`src/rtl/muldiv_unit.sv`:
```
// Iterative MIPS multiply/divide unit with architectural HI/LO registers.
// Latency: mul/div results appear WIDTH+1 cycles after the accept edge; MTHI/MTLO take 1 cycle.
// Backpressure: busy is high while an op runs, and any start seen while busy is dropped, not queued.
//
// Ports:
//   clk, rst         clock; synchronous active-high reset
//   start, op, a, b  request (taken only while idle) with opcode and operands
//   busy, done       busy while running; done pulses once when hi/lo hold a new result
//   dbz              last completed divide had a zero divisor (cleared on the next accepted op)
//   hi, lo           architectural HI/LO registers
module muldiv_unit #(
  parameter int WIDTH = 32
) (
  input  logic             clk,
  input  logic             rst,
  input  logic             start,
  input  logic [2:0]       op,
  input  logic [WIDTH-1:0] a,
  input  logic [WIDTH-1:0] b,
  output logic             busy,
  output logic             done,
  output logic             dbz,
  output logic [WIDTH-1:0] hi,
  output logic [WIDTH-1:0] lo
);

  localparam int CW = $clog2(WIDTH + 1);

  typedef enum logic [1:0] {S_IDLE, S_CALC, S_FIX} state_t;

  state_t             state_q, state_d;
  logic [CW-1:0]      cnt_q, cnt_d;
  // Shared datapath: upper half is the partial product / partial remainder,
  // lower half is the multiplier / dividend being consumed bit by bit.
  logic [2*WIDTH-1:0] acc_q, acc_d;
  logic [WIDTH-1:0]   opb_q, opb_d;        // multiplicand (mul) or divisor (div) magnitude
  logic               is_div_q, is_div_d;
  logic               neg_res_q, neg_res_d; // product/quotient needs negating
  logic               neg_rem_q, neg_rem_d; // remainder takes the dividend's sign
  logic               divz_q, divz_d;       // divide by zero in flight
  logic [WIDTH-1:0]   hi_q, hi_d, lo_q, lo_d;
  logic               done_q, done_d;
  logic               dbz_q, dbz_d;

  // Operand magnitudes for signed ops (op[0] set); unsigned ops pass through raw.
  logic             a_neg, b_neg;
  logic [WIDTH-1:0] a_mag, b_mag;
  assign a_neg = op[0] & a[WIDTH-1];
  assign b_neg = op[0] & b[WIDTH-1];
  assign a_mag = a_neg ? (~a + 1'b1) : a;
  assign b_mag = b_neg ? (~b + 1'b1) : b;

  // Shift-add multiply step: add the multiplicand into the upper half when the
  // current multiplier bit is set, then shift the whole accumulator right.
  logic [WIDTH:0] mul_sum;
  assign mul_sum = {1'b0, acc_q[2*WIDTH-1:WIDTH]} + {1'b0, (acc_q[0] ? opb_q : {WIDTH{1'b0}})};

  // Restoring divide step: shift the next dividend bit into the remainder and
  // try to subtract. The remainder stays below the divisor, so the shifted value
  // fits WIDTH+1 bits and bit WIDTH of the difference is a clean borrow flag.
  logic [WIDTH:0] div_shift, div_diff;
  logic           div_ge;
  assign div_shift = {acc_q[2*WIDTH-1:WIDTH], acc_q[WIDTH-1]};
  assign div_diff  = div_shift - {1'b0, opb_q};
  assign div_ge    = ~div_diff[WIDTH];

  // Sign correction applied once in FIX.
  logic [2*WIDTH-1:0] prod_fix;
  logic [WIDTH-1:0]   quo_fix, rem_fix;
  assign prod_fix = neg_res_q ? (~acc_q + 1'b1) : acc_q;
  assign quo_fix  = neg_res_q ? (~acc_q[WIDTH-1:0] + 1'b1) : acc_q[WIDTH-1:0];
  assign rem_fix  = neg_rem_q ? (~acc_q[2*WIDTH-1:WIDTH] + 1'b1) : acc_q[2*WIDTH-1:WIDTH];

  always_comb begin
    state_d   = state_q;
    cnt_d     = cnt_q;
    acc_d     = acc_q;
    opb_d     = opb_q;
    is_div_d  = is_div_q;
    neg_res_d = neg_res_q;
    neg_rem_d = neg_rem_q;
    divz_d    = divz_q;
    hi_d      = hi_q;
    lo_d      = lo_q;
    dbz_d     = dbz_q;
    done_d    = 1'b0;

    unique case (state_q)
      S_IDLE: begin
        if (start) begin
          case (op)
            3'b000, 3'b001, 3'b010, 3'b011: begin
              state_d   = S_CALC;
              cnt_d     = CW'(WIDTH);
              acc_d     = {{WIDTH{1'b0}}, (op[1] ? a_mag : b_mag)};
              opb_d     = op[1] ? b_mag : a_mag;
              is_div_d  = op[1];
              neg_res_d = a_neg ^ b_neg;
              neg_rem_d = a_neg;
              divz_d    = op[1] & (b == {WIDTH{1'b0}});
              dbz_d     = 1'b0;
            end
            3'b100: begin
              hi_d   = a;
              done_d = 1'b1;
              dbz_d  = 1'b0;
            end
            3'b101: begin
              lo_d   = a;
              done_d = 1'b1;
              dbz_d  = 1'b0;
            end
            default: ;
          endcase
        end
      end

      S_CALC: begin
        if (is_div_q) begin
          acc_d = {(div_ge ? div_diff[WIDTH-1:0] : div_shift[WIDTH-1:0]),
                   acc_q[WIDTH-2:0], div_ge};
        end else begin
          acc_d = {mul_sum, acc_q[WIDTH-1:1]};
        end
        cnt_d = cnt_q - CW'(1);
        if (cnt_q == CW'(1)) begin
          state_d = S_FIX;
        end
      end

      S_FIX: begin
        if (is_div_q) begin
          // With a zero divisor the remainder path shifts the whole dividend
          // magnitude through, so re-applying the dividend sign restores raw a.
          hi_d = rem_fix;
          lo_d = divz_q ? {WIDTH{1'b1}} : quo_fix;
        end else begin
          {hi_d, lo_d} = prod_fix;
        end
        dbz_d   = divz_q;
        done_d  = 1'b1;
        state_d = S_IDLE;
      end

      default: state_d = S_IDLE;
    endcase
  end

  always_ff @(posedge clk) begin
    if (rst) begin
      state_q   <= S_IDLE;
      cnt_q     <= '0;
      acc_q     <= '0;
      opb_q     <= '0;
      is_div_q  <= 1'b0;
      neg_res_q <= 1'b0;
      neg_rem_q <= 1'b0;
      divz_q    <= 1'b0;
      hi_q      <= '0;
      lo_q      <= '0;
      done_q    <= 1'b0;
      dbz_q     <= 1'b0;
    end else begin
      state_q   <= state_d;
      cnt_q     <= cnt_d;
      acc_q     <= acc_d;
      opb_q     <= opb_d;
      is_div_q  <= is_div_d;
      neg_res_q <= neg_res_d;
      neg_rem_q <= neg_rem_d;
      divz_q    <= divz_d;
      hi_q      <= hi_d;
      lo_q      <= lo_d;
      done_q    <= done_d;
      dbz_q     <= dbz_d;
    end
  end

  assign busy = (state_q != S_IDLE);
  assign done = done_q;
  assign dbz  = dbz_q;
  assign hi   = hi_q;
  assign lo   = lo_q;

endmodule

```
`config.mk`:
```
export PLATFORM = sky130hd
export DESIGN_NAME = muldiv_unit
export DESIGN_NICKNAME = d
export VERILOG_FILES = /design/src/rtl/muldiv_unit.sv
export SDC_FILE = /design/constraint.sdc
export NUM_CORES = 1
export LEC_CHECK = 0
export CAP_MARGIN = 15
export CELL_PAD_IN_SITES_DETAIL_PLACEMENT = 1
export CELL_PAD_IN_SITES_GLOBAL_PLACEMENT = 1
export CORE_UTILIZATION = 43
export DETAILED_ROUTE_END_ITERATION = 10
export PLACE_DENSITY = 0.83
export RECOVER_POWER = 50
export SLEW_MARGIN = 40
export SYNTH_ARGS = -nofsm -noshare
export SYNTH_HDL_FRONTEND = slang
export SYNTH_SLANG_ARGS = --single-unit
export TNS_END_PERCENT = 20
```
`constraint.sdc`:
```
create_clock -name clk -period 4 [get_ports clk]
set_clock_uncertainty 0.1 [all_clocks]
set_input_delay 0.4 -clock clk [delete_from_list [all_inputs] [get_ports clk]]
set_output_delay 0.4 -clock clk [all_outputs]
set_load 0.02 [all_outputs]
```
# Word level (Yosys, flattened, before mapping)
# Cells that the tools add are included.
[totals]
out_inout_bits = 67
elab_cells = 94
reg_bits = 174
inputBits = 70
[op_classes]
n_eq_ne = 14
n_bitwise = 10
muxes = 35
reduce_logical = 15
addsub = 8
[op_table]
columns = ["cell", "n"]
rows = [
  ["$mux 32", 15],
  ["$mux 64", 4],
  ["$add 32x1->32 const B", 4],
  ["$not 32->32", 4],
  ["$pmux 32 s2", 2],
  ["$pmux 64 s2", 1],
  ["$add 64x1->64 const B", 1],
  ["$not 64->64", 1],
  ["$add 32x32->33", 1],
  ["$sub 33x32->33", 1],
  ["$logic_not 32->1", 1],
  ["$reduce_and 3->1", 6],
  ["$mux 6", 2],
  ["$pmux 6 s2", 1],
  ["$eq 3x2->1 const B", 2],
  ["$eq 3x3->1 const B", 2],
  ["$eq 6x1->1 const B", 1],
  ["$mux 2", 3],
  ["$ne 2x1->1 const B", 3],
  ["$ne 2x2->1 const B", 3],
  ["$reduce_bool 2->1", 3],
  ["$reduce_or 6->1", 1],
  ["$sub 6x1->6 const B", 1],
  ["$mux 1", 4],
  ["other kinds (12)", 15],
]

# Depth between registers and ports, before layout
[depth]
depth_word = 7
mapped_depth = 14
mapped_depth_nobuf = 13

# Worst setup path after synthesis
# OpenSTA, ideal clock, no wires.
[synth_path]
kind = "flip-flop to flip-flop"
start = "register acc_q[31]"
end = "register acc_q[36]"
path_slack_ps = 612
t_arrival_ps = 3159
path_buffers = 2
period_less_slack_ps = 3388
setup_ps = 129
stages_incl_launch_ff = 15
required_ps = 3771
path_cell_list = "dfxtp_1 -> clkbuf_1 -> inv_1 -> ha_1 -> fa_1 -> nand2b_1 -> a21oi_1 -> o211ai_1 -> nand4_1 -> and4_1 -> nor3_2 -> nor2_1 -> buf_2 -> mux2i_1 -> o21ai_0"
[synth_via]
elab_chain_len = 4
[synth_rtl]
columns = ["element", "line", "source"]
rows = [
  ["from (decl)", "35", "logic [2*WIDTH-1:0] acc_q, acc_d;"],
  ["from (signal assigned)", "153", "acc_q <= '0;"],
  ["from (signal assigned)", "166", "acc_q <= acc_d;"],
  ["$sub 33x32->33", "64", "assign div_diff = div_shift - {1'b0, opb_q};"],
  ["$mux 32", "120", "acc_d = {(div_ge ? div_diff[WIDTH-1:0] : div_shift[WIDTH-1:0]),"],
  ["$mux 64", "119", "if (is_div_q) begin"],
  ["$pmux 64 s2", "88", "unique case (state_q)"],
]
# No other way between the ends.
# A chain may end at the register's enable or synchronous reset.

# Worst setup path after layout
[layout_path]
start = "register acc_q[2]"
end = "register hi_q[19], in the netlist hi[19]"
[layout_via]
elab_chain_len = 5
[layout_rtl]
columns = ["element", "line", "source"]
rows = [
  ["$not 64->64", "70", "assign prod_fix = neg_res_q ? (~acc_q + 1'b1) : acc_q;"],
  ["$add 64x1->64", "70", ""],
  ["$mux 64", "70", ""],
  ["$mux 32", "132", "if (is_div_q) begin"],
  ["$pmux 32 s2", "88", ""],
  ["to (signal assigned)", "172", "hi_q <= hi_d;"],
  ["to (decl)", "41", "logic [WIDTH-1:0] hi_q, hi_d, lo_q, lo_d;"],
]
# No other way between the ends.

==> results.yml <==
status:
  status: "finished with violations"
  violations: "max-capacitance violations, max-slew violations"
setup_path:
  slowest_stage: "or4_1"
  path_delay_family: "simple AND/OR/NAND/NOR gates"
  crit_buf_inv: 0
  cp-end-kind: "flop"
  path_cells: "or4_1 > nor3_1 > a41oi_1 > or4_4 > o31ai_2 > xor2_1 > a211oi_1 > a21oi_1 > nor2_1"
  required_ps: 4220
  cp-start-kind: "flop"
  max_stage_delay_ps: 670
  path_class: "flop to flop"
  cp.arrival_ps: 4050
  cp_max_fo: 8
timing:
  worstMarginPinSlew_ps: 1730
  setup_ws_ps: 173
  slew_headroom_pct: -15.5
  hold_viol_final: 0
  final.min_clock_period_ps: 3830
  setup_viol: 0
  grt_setup_unrepaired: "false"
  max_freq_mhz: 261
  fin_crit_sh_pct: 95.7
  tns_ps: 0
  maxSlewViolCount: 24
finish:
  fill_cells: 4253
  antenna_cells: 0
  final_cell_area_um2: 17300
  multiInputGateArea_um2: 10500
  nNetsFinal: 2263
  area_growth_pct: 17.3
  seq_area_um2: 3490
  layout-drive-gt1-share_pct: 6.98
power:
  max-vdd-ir-drop_v: 0.000351
  leakage_nw: 6.97
  powerDensity_nw_per_um2: 313
place:
  pre_cts_ws_ps: 84.0
  dpl_cell_area_um2: 16800
  gp_congestion: 0.976
  hpwlAfterDp_um: 50800
  portBuffers: 136
synth:
  synth_edf_count: 0
  syn_inst: 2017
  async_reset_ff_share_pct: 0
  synth_cell_type_count: 74
  yosys_warnings: 0
  ys.flop_type: "dfxtp_1"
  synth.avg_cell_area_um2: 7.31
  syn-cell-area_um2: 14800
  ys_top_cells_by_area: "dfxtp_1 24%, xnor2_1 6.9%, a21oi_1 6.3%"
  synthesis.nets: 2159
  yosysSeqAreaShare_pct: 23.6
  yosysTopAreaCell: "dfxtp_1"
  synth_seq_cells: 174
  synth.top_cell.area_share_pct: 23.6
global_route:
  grt_start_max_net_pins: 69
  grt_use_total_pct: 36.5
  grt_pass1_wl_um: 98600
  grt_pass1_vias: 16200
  grt_overflow: 0
  antenna_found_initial: 0
die:
  num_io_pins: 137
  core-area_um2: 33600
  fp-row-count: 67
  fp.dieH_um: 187
  fp.dieW_um: 187
  dieArea_um2: 35100
  initial_utilization_pct: 43.9
clock_network:
  worstSkewPairLatency_ps: 460
  hold_buffers: 0
  cts_sinks: 174
  cts_htree_levels: 4
  path_clk_slew_ps: 80
  cts_buffers: 17
  root_buffer: "clkbuf_16"
  clk_path_buf_depth: 2
  cts_tree: "done"
detailed_routing:
  ant_nets: 0
  wirelength_um: 65300
  vias_per_cell: 6.45
  firstDrtPassIters: 5
  drt_iter0_drc: 1687
  drc_errors: 0
  wl_per_cell_um: 25.3
  num_vias: 16700
worst_hold_path:
  hp-class: "primary input to flop"
run:
  drv_cap: 1
[synthesized netlist by cell type, types with 31 or more instances]
cell type    n
mux2i_1     72
a211oi_1    40
xor2_1      58
nor3_1      62
xnor2_1    116
a21oi_1    186
nor2_1     227
ha_1        70
clkbuf_1   108
nand3_1     38
dfxtp_1    174
o221ai_1    31
nand2_1    195
inv_1       68
o21ai_0    143
[logic make-up (layout without fill, tap and decap cells)]
| group | after synthesis | count (layout) | share of synthesized area [%] |
|---|---|---|---|
| and+or+nand+nor | 670 | 670 | 21.0 |
| buffers and inverters | 201 | 318 | 5.33 |
| xor gates and xnor gates | 174 | 174 | 10.3 |
| AOI/OAI and AO/OA | 648 | 648 | 28.2 |
| adders and majority gates | 72 | 72 | 6.21 |
| DFF | 174 | 174 | 23.6 |
| muxes | 78 | 78 | 5.34 |
[stage by stage]
stage	cells	hold WS, ps	utilization, %	total power, W
after floorplan	2017	332	-	0.00302
after global placement	2550	336	49.9	0.00362
after detailed placement	2550	339	49.9	0.00367
after CTS	2582	309	51.6	0.00537
after global routing	2582	357	51.5	0.00558
final	2582	326	51.5	0.00541
[flip-flops by register name, indices dropped and copies added (netlist names)]
name and count:
acc_q 64, hi 32, lo 32, opb_q 32, cnt_q 6, state_q 2
dbz 1, divz_q 1, done 1, is_div_q 1, neg_rem_q 1, neg_res_q 1
[worst register-to-register path: stages, from the launching register on]
cell and delay, ps:
dfxtp_1 400, or4_1 670, nor3_1 550, a41oi_1 410
or4_4 630, o31ai_2 260, xor2_1 310, a211oi_1 130
a21oi_1 180, nor2_1 60
[report_power, final]
group | leakage, nW | internal, W | total, W | switching (W)
Sequential | 1.42 | 0.00183 | 0.00194 | 0.000114
Combinational | 5.28 | 0.000631 | 0.00174 | 0.00111
Clock | 0.274 | 0.000829 | 0.00173 | 0.000898
[area by class of cell]
class                      count  share of cell area (%)
timing repair buffer         218                    11.3
multi-input combinational   1642                    60.6
tap                          448                    3.24
clock buffer                  17                    2.46
sequential                   174                    20.1
clock inverter                15                   0.831
inverter                      68                    1.47
[repair_timing]
action / in CTS / in global routing
endpoints found under the setup margin: 0 / 22
setup buffers: 0 / 0
resized for setup: 0 / 2
[worst paths after layout]
check                             start  cells after the start                   to  slack, ps
setup / recovery  acc_q[2]$_SDFFE_PP0P_                      9  hi[19]$_SDFFE_PP0P_        170
hold / removal                      rst                      2  hi[24]$_SDFFE_PP0P_        330
setup reg to reg  acc_q[2]$_SDFFE_PP0P_                      9  hi[19]$_SDFFE_PP0P_        170
hold reg to reg     hi[10]$_SDFFE_PP0P_                      2  hi[10]$_SDFFE_PP0P_        340
[layer usage]
layer,GRT usage (%),share of wire (%),wire length (µm)
met5,0,0,0
met4,18.1,4.8,3120
met3,5.55,8.0,5200
met2,57.2,44,28600
met1,48.8,43,28300
[layout by cell type, fill, tap and decap left out, drive strengths merged, types with 13 or more instances in the layout]
| master | instances |
|---|---|
| and2 | 20 |
| xnor2 | 116 |
| o211ai | 30 |
| dfxtp | 174 |
| o21a | 13 |
| clkbuf | 22 |
| dlygate4sd3 | 69 |
| inv | 77 |
| mux2i | 72 |
| o221ai | 31 |
| nor3 | 64 |
| xor2 | 58 |
| nor2 | 227 |
| a31oi | 29 |
| clkdlybuf4s50 | 65 |
| nand2b | 16 |
| ha | 70 |
| o21ai | 148 |
| nand3 | 38 |
| a22oi | 22 |
| a21oi | 186 |
| nor4 | 24 |
| nand2 | 195 |
| a211oi | 40 |
| a21o | 25 |
| or3 | 14 |
| o31ai | 26 |
| buf | 79 |
Note: power is estimated with default switching activity, not from simulation.
